File: src/rtl/controle_jogo.sv
// Game-flow controller for the ship-vs-enemy VGA game.
// This block sequences the game states and owns the score, the lives and the
// session high score. It also issues the per-frame movement enable and the
// rate-limited fire pulse.
// Optional build macro VIDA_EXTRA_EN: when defined, an extra life is granted
// each time the low nibble of the score wraps to zero.
//
// state   | meaning
// --------+-----------------------------------------------------------
// INICIO  | waiting for disparo/reiniciarJogo to start a game
// JOGANDO | game running: movement, firing, scoring, life loss
// PAUSADO | pause switch set; everything frozen
// ACERTO  | ship was hit; frozen for FRAMES_ACERTO frames
// PERDEU  | no lives left; only a restart leaves this state
module controle_jogo #(
  parameter int VIDAS_INICIAIS = 3,
  parameter int LARGURA_PLACAR = 8,
  parameter int FRAMES_RECARGA = 15,
  parameter int FRAMES_ACERTO  = 30,
  parameter int DIV_MOVIMENTO  = 1
) (
  input  logic                      CLOCK_50,
  input  logic                      reset,
  input  logic                      fim_quadro,
  input  logic                      pausa,
  input  logic                      reiniciarJogo,
  input  logic                      disparo,
  input  logic                      atingiuInimigo,
  input  logic                      atingiuNave,
  output logic                      mover,
  output logic                      disparar,
  output logic [LARGURA_PLACAR-1:0] placar,
  output logic [LARGURA_PLACAR-1:0] placarMax,
  output logic [3:0]                vidas,
  output logic                      perdeu,
  output logic [2:0]                estado
);

  localparam int CW = (FRAMES_RECARGA < 1) ? 1 : $clog2(FRAMES_RECARGA + 1);
  localparam int AW = (FRAMES_ACERTO < 1) ? 1 : $clog2(FRAMES_ACERTO + 1);
  localparam int DW = (DIV_MOVIMENTO < 2) ? 1 : $clog2(DIV_MOVIMENTO);

  localparam logic [CW-1:0] RECARGA_INI = CW'(FRAMES_RECARGA);
  localparam logic [AW-1:0] ACERTO_INI  = AW'(FRAMES_ACERTO);
  localparam logic [DW-1:0] DIV_ULTIMO  = DW'(DIV_MOVIMENTO - 1);
  localparam logic [3:0]    VIDAS_INI   = 4'(VIDAS_INICIAIS);
  localparam logic [LARGURA_PLACAR-1:0] PLACAR_CHEIO = '1;

  typedef enum logic [2:0] {
    INICIO  = 3'd0,
    JOGANDO = 3'd1,
    PAUSADO = 3'd2,
    ACERTO  = 3'd3,
    PERDEU  = 3'd4
  } estado_t;

  estado_t                   estado_q, estado_d;
  logic [LARGURA_PLACAR-1:0] placar_d, placar_inc;
  logic [3:0]                vidas_d;
  logic [CW-1:0]             recarga_q, recarga_d;
  logic [AW-1:0]             acerto_q, acerto_d;
  logic [DW-1:0]             div_q, div_d;
  logic                      mover_d, disparar_d;
  logic                      reinicia, vida_extra;

  assign estado = estado_q;

  // Registers for the state, the counters and every output.
  always_ff @(posedge CLOCK_50 or negedge reset) begin
    if (!reset) begin
      estado_q  <= INICIO;
      placar    <= '0;
      placarMax <= '0;
      vidas     <= VIDAS_INI;
      recarga_q <= '0;
      acerto_q  <= '0;
      div_q     <= '0;
      mover     <= 1'b0;
      disparar  <= 1'b0;
      perdeu    <= 1'b0;
    end else begin
      estado_q  <= estado_d;
      placar    <= placar_d;
      // The high score follows the registered score, so it lags it by one cycle.
      placarMax <= (placar > placarMax) ? placar : placarMax;
      vidas     <= vidas_d;
      recarga_q <= recarga_d;
      acerto_q  <= acerto_d;
      div_q     <= div_d;
      mover     <= mover_d;
      disparar  <= disparar_d;
      perdeu    <= (estado_d == PERDEU);
    end
  end

  // Next-state and next-value logic. Restart wins over every other event.
  always_comb begin
    estado_d   = estado_q;
    placar_d   = placar;
    vidas_d    = vidas;
    recarga_d  = recarga_q;
    acerto_d   = acerto_q;
    div_d      = div_q;
    mover_d    = 1'b0;
    disparar_d = 1'b0;
    vida_extra = 1'b0;
    placar_inc = (placar == PLACAR_CHEIO) ? placar : placar + 1'b1;
`ifdef VIDA_EXTRA_EN
    vida_extra = atingiuInimigo && (placar != PLACAR_CHEIO) && (placar_inc[3:0] == 4'd0);
`endif
    reinicia = reiniciarJogo && (estado_q != INICIO);

    if (reinicia) begin
      estado_d  = INICIO;
      placar_d  = '0;
      vidas_d   = VIDAS_INI;
      recarga_d = '0;
    end else begin
      case (estado_q)
        INICIO: begin
          // The key that starts the game never fires a shot.
          if (reiniciarJogo || disparo) begin
            estado_d  = JOGANDO;
            placar_d  = '0;
            vidas_d   = VIDAS_INI;
            recarga_d = '0;
            div_d     = '0;
          end
        end
        JOGANDO: begin
          if (pausa) begin
            estado_d = PAUSADO;
          end else begin
            if (fim_quadro) begin
              if (div_q == DIV_ULTIMO) begin
                div_d   = '0;
                mover_d = 1'b1;
              end else begin
                div_d = div_q + 1'b1;
              end
              if (recarga_q != '0) recarga_d = recarga_q - 1'b1;
            end
            // Fire only when the cooldown is already zero; a request in the
            // cycle of the last decrement is dropped, not queued.
            if (disparo && (recarga_q == '0)) begin
              disparar_d = 1'b1;
              recarga_d  = RECARGA_INI;
            end
            if (atingiuInimigo) placar_d = placar_inc;
            // An extra life in the same cycle as a hit cancels the loss and
            // the game keeps running.
            if (atingiuNave && !vida_extra) begin
              if (vidas <= 4'd1) begin
                vidas_d  = 4'd0;
                estado_d = PERDEU;
              end else begin
                vidas_d  = vidas - 1'b1;
                estado_d = ACERTO;
                acerto_d = ACERTO_INI;
              end
            end else if (vida_extra && !atingiuNave && (vidas != 4'hF)) begin
              vidas_d = vidas + 1'b1;
            end
          end
        end
        PAUSADO: begin
          if (!pausa) estado_d = JOGANDO;
        end
        ACERTO: begin
          if (!pausa && fim_quadro) begin
            if (acerto_q <= AW'(1)) begin
              acerto_d = '0;
              estado_d = JOGANDO;
            end else begin
              acerto_d = acerto_q - 1'b1;
            end
          end
        end
        PERDEU: begin
          estado_d = PERDEU;
        end
        default: begin
          estado_d = INICIO;
        end
      endcase
    end
  end

endmodule

File: config.mk
export PLATFORM = sky130hd
export DESIGN_NAME = controle_jogo
export DESIGN_NICKNAME = d
export VERILOG_FILES = /design/src/rtl/controle_jogo.sv
export SDC_FILE = /design/constraint.sdc
export NUM_CORES = 1
export LEC_CHECK = 0
export ABC_AREA = 1
export BUFFER_PORTS_ARGS = -buffer_cell sky130_fd_sc_hd__buf_2
export CORE_MARGIN = 2
export CORE_UTILIZATION = 30
export CTS_CLUSTER_DIAMETER = 60
export DETAILED_ROUTE_END_ITERATION = 8
export PLACE_DENSITY_LB_ADDON = 0.05
export SLEW_MARGIN = 10
export SYNTH_ARGS = -nofsm -noshare
export SYNTH_HDL_FRONTEND = slang
export SYNTH_SLANG_ARGS = --single-unit
File: constraint.sdc
create_clock -name CLOCK_50 -period 4.9 [get_ports CLOCK_50]
set_input_delay 0.98 -clock CLOCK_50 [delete_from_list [all_inputs] [get_ports CLOCK_50]]
set_output_delay 0.98 -clock CLOCK_50 [all_outputs]
set_load 0.01 [all_outputs]
# After elaboration in Yosys (flattened, before gate mapping)
# Cells that the tools add are included.
[classes]
n_addsub = 5
mul = 0
n_div = 0
magnitude_cmp = 3
eq_ne = 19
shifts = 0
muxes = 48
bitwise_logic = 1
reduce_logical = 17
[ops]
columns = ["cell", "count"]
rows = [
  ["4-bit 2-to-1 mux", 11],
  ["8-bit 2-to-1 mux", 5],
  ["5-bit 2-to-1 mux", 5],
  ["3-bit 2-to-1 mux", 8],
  ["4-bit case mux with 2 select lines", 2],
  ["8-bit case mux with 2 select lines", 1],
  ["3-bit inequality test, second input constant", 5],
  ["3-bit case mux with 5 select lines", 1],
  ["5-bit AND reduction", 3],
  ["1-bit 2-to-1 mux", 13],
  ["2-bit inequality test, second input constant", 6],
  ["5-bit case mux with 2 select lines", 1],
  ["8-bit by 1-bit adder with 8-bit output, second input constant", 1],
  ["8-bit == test, second input constant", 1],
  ["8-bit > comparator", 1],
  ["4-bit inequality test, second input constant", 2],
  ["4-bit by 1-bit subtractor with 4-bit output, second input constant", 2],
  ["3-bit by 2-bit == test with 1-bit output, second input constant", 2],
  ["3-bit == test, second input constant", 2],
  ["6-bit AND reduction", 1],
  ["3-bit nonzero test", 2],
  ["5-bit by 1-bit less-or-equal comparator with 1-bit output, second input constant", 1],
  ["5-bit by 1-bit subtractor with 5-bit output, second input constant", 1],
  ["4-bit by 1-bit less-or-equal comparator with 1-bit output, second input constant", 1],
  ["other kinds (12)", 15],
]
[word_totals]
ff_bits = 36
latch_bits = 0
ram_bits = 0
mem_bits_ro = 0
out_inout_bits = 26
wordCells = 103
memories = 0

# Depth between registers and ports, before layout
[depth]
word_depth = 7
mapped_depth = 12
mapped_depth_nobuf = 12

# Least setup slack after synthesis
# No wires, ideal clock.
[synth_path]
path_kind = "input port to flip-flop"
start = "input port pausa"
end = "register acerto_q[0]"
setup_ns = 0.117
arrival_ns = 1.609
required_time_ns = 4.783
slack_ns = 3.174
cell_stages = 8
n_path_buf = 0
path_cell_list = "inv_1 > nand2_1 > nand2_1 > nand2_2 > nor2_4 > inv_2 > nand2_1 > nand2_1"
[synth_via]
elab_chain_cells = 4
elab_cells_between_ends = 5
classes_between = "eq/ne (2); reduce/logical (3)"
[synth_lines]
columns = ["item", "line_no", "text"]
rows = [
  ["start, declared", "25", "input logic pausa,"],
  ["1-bit zero test", "170", "if (!pausa && fim_quadro) begin"],
  ["1-bit logical AND", "170", ""],
  ["2-bit inequality test (no source line)", "-", ""],
  ["6-bit AND reduction (no source line) (*)", "-", ""],
  ["end signal, assigned", "88", "acerto_q <= acerto_d;"],
  ["end, declared", "61", "logic [AW-1:0] acerto_q, acerto_d;"],
]
# Every way passes the cells marked *; elsewhere a longest branch is shown, timed or not.
# A chain may end at the register's enable or synchronous reset.

# Worst setup path in the final report
[layout_path]
start = "register estado_q[0] (netlist: estado[0])"
end = "output port estado[0]"
[layout_rtl]
columns = ["item", "line_no", "text"]
rows = [
  ["start, declared", "57", "estado_t estado_q, estado_d;"],
  ["start signal, assigned", "82", "estado_q <= estado_d;"],
  ["end, declared", "36", "output logic [2:0] estado"],
]
# No word-level cell between the ends.

==> run metrics <==
status finished clean; sequential-to-total area share from yosys stat 0.365; ys async rst share 1.00; Antenna Nets Post-Route 0; Die ar. ~0.0088 sq mm; EDFF count, synth 0; Buf/Inv on CP 1; synthesized area 0.00241 sq mm; Root Buffer clkbuf_8; Yosys reg bits 35; Worst-path clk slew ~0.07 ns; met3 wire length between 150 and 200 um; max-cap check violation count 0; Tot GR Track Use 0.139; Die Ht slightly above 90 um; grt ovf 0; Pleak 0.00142 uW; clock sink total 35; DRT iter0 DRCs 91; Crit. End Element output pin; Netlist cell types 33; vias in the first global route a little under 2000; first-pass GRT wire length roughly 9500 um; most frequent cells in the layout nand2_1, inv_1, dfrtp_1, buf_2, nand3_1; Core ar. 0.00777 sq mm; setup ws final around 2.7 ns; Synth top area share 0.343; latest clock arrival within the worst-skew pair between 0.2 and 0.3 ns; port buffer count 33; wire length on met1 approximately 2900 um; ANT cells 0; crit-path cells buf_2; final hold vios 0; Residual DRC 0; TNS Setup 0 ns; P per Cell Area between 400 and 500 mW/mm^2; Layout Skew between 0.003 and 0.004 ns; area leader, netlist dfrtp_1; Syn. warnings 0; pre-CTS setup slack approximately 2.8 ns; Slowest-stage cell, CP dfrtp_1; Period minus WS final 2.16 ns; Final nets 371; CTS tree built; Net Count, Synth about 330; startpoint types flop; Slew @ Worst Pin about 0.8 ns; crit share post-route 0.440; WL final 5460 um; Final setup viols 0; postcts setup bufs 0; Slew Limit Fails 0; first drt pass iteration count 4; peak supply drop approximately 0.17 mV; Post-CTS Hold Fix Bufs 0; Main synth FF type dfrtp_1; antenna violations before repair 0; area delta synth->final 14.7%; Peak Freq around 460 MHz; most common cell after layout, fill and taps aside nand2_1; hpwl dp a little over 4000 um; Ports 34; Crit path max-delay family flip-flops; # H-tree levels 2; Power, Total around 1400 uW; metal2 WL about 2300 um; cts repair resizes 0; HP Class reg -> reg; synth top area cells dfrtp_1, nand2_1, ha_1; Die W a little over 90 um; wire per inst ~12 um; vias per cell approximately 4.5; row count 32; via count roughly 2000; RSZ-0062 raised after global routing false; Highest Signal Layer met4; critical path peak fanout 10; TritonCTS buffer count 5; slowest stage delay, CP 0.65 ns; largest net degree at the start of global routing 36; CP Data Required Time 3.92 ns; Slew headroom 0.458; RD Place Congestion between 0.7 and 0.8; Fillers about 870; Starting Density 0.310; Mean Syn Cell Area 7.74 sq um; Mapped Cells ~310; clock buffer depth 2; Critical Path AT roughly 1.2 ns; WS Path Type reg -> out; fraction of layout cells with a size suffix above 1 0.252
==> power by group <==
| part | internal (uW) | switching, uW |
|---|---|---|
| Clock | 128 | 110 |
| Combinational | 224 | 463 |
| Sequential | 361 | 78.9 |
| Total | 713 | 652 |
==> tightest hold or removal path, delay by kind of cell (launching register included) <==
kind | cells | cell delay (ns)
DFF | 1 | 0.36
AOI/OAI and AO/OA | 1 | 0.04
and+or+nand+nor | 1 | 0.06
==> metrics by stage <==
step           cells   util  cell area [sq um]  hold WS [ns]
2_1_floorplan    311      -               2410         0.461
3_3_place_gp     443  0.342               2660         0.472
3_5_place_dp     443  0.342               2660         0.479
4_1_cts          451  0.355               2760         0.499
5_1_grt          451  0.355               2760         0.518
6_report         451  0.355               2760         0.491
==> path summary, 6_finish.rpt <==
check	start	end	slack, ns	depth (start not counted)
setup / recovery	estado[0]$_DFF_PN0_	estado[0]	2.74	1
hold / removal	recarga_q[2]$_DFFE_PN0P_	recarga_q[2]$_DFFE_PN0P_	0.49	2
setup reg to reg	vidas[0]$_DFFE_PN1P_	acerto_q[0]$_DFFE_PN0P_	3.00	8
hold reg to reg	recarga_q[2]$_DFFE_PN0P_	recarga_q[2]$_DFFE_PN0P_	0.49	2
max in group asynchronous	reset	placar[6]$_DFFE_PN0P_	3.61	1
min in group asynchronous	reset	placarMax[2]$_DFFE_PN0N_	0.78	1
==> registers in the layout, summed over array words and instances (netlist names) <==
signal and flops:
perdeu 1, placarMax 8, vidas 4, acerto_q 5
recarga_q 4, mover 1, disparar 1, estado 3
placar 8
==> per-layer routing <==
metal  GRT usage  up-vias
met5           0        -
met4      0.0483        0
met3      0.0314        8
met2       0.206       24
met1       0.199      920
li1            -     1075
==> synthesized netlist by cell type, types with 2 or more instances <==
| library cell | n |
|---|---|
| nor3_1 | 2 |
| nand2_2 | 14 |
| a21oi_1 | 6 |
| dfstp_2 | 2 |
| nand4_1 | 8 |
| nor2_1 | 21 |
| nand4_2 | 2 |
| nand2_4 | 3 |
| ha_1 | 15 |
| dfrtp_1 | 33 |
| nand3_1 | 25 |
| o21ai_1 | 8 |
| nand2_1 | 88 |
| inv_1 | 38 |
| inv_2 | 3 |
| or2_2 | 2 |
| o21ai_0 | 10 |
| o21ai_2 | 13 |
| nor2_4 | 4 |
==> cells by family after synthesis <==
family | share of synthesized area
simple gates | 0.361
buf+inv | 0.0832
compound gates | 0.106
flops | 0.365
fa+ha+maj | 0.0780
xor+xnor | 0.00728
==> area by class of cell <==
class | instances | area [sq um] | area share
inverters | 42 | 160 | 0.0580
clock buffers | 8 | 100 | 0.0363
flip-flops and latches | 35 | 878 | 0.318
multi-input cells | 231 | 1330 | 0.481
repair buffers | 33 | 165 | 0.0598
well taps | 102 | 128 | 0.0462
Power figures use the tool's default switching activity.
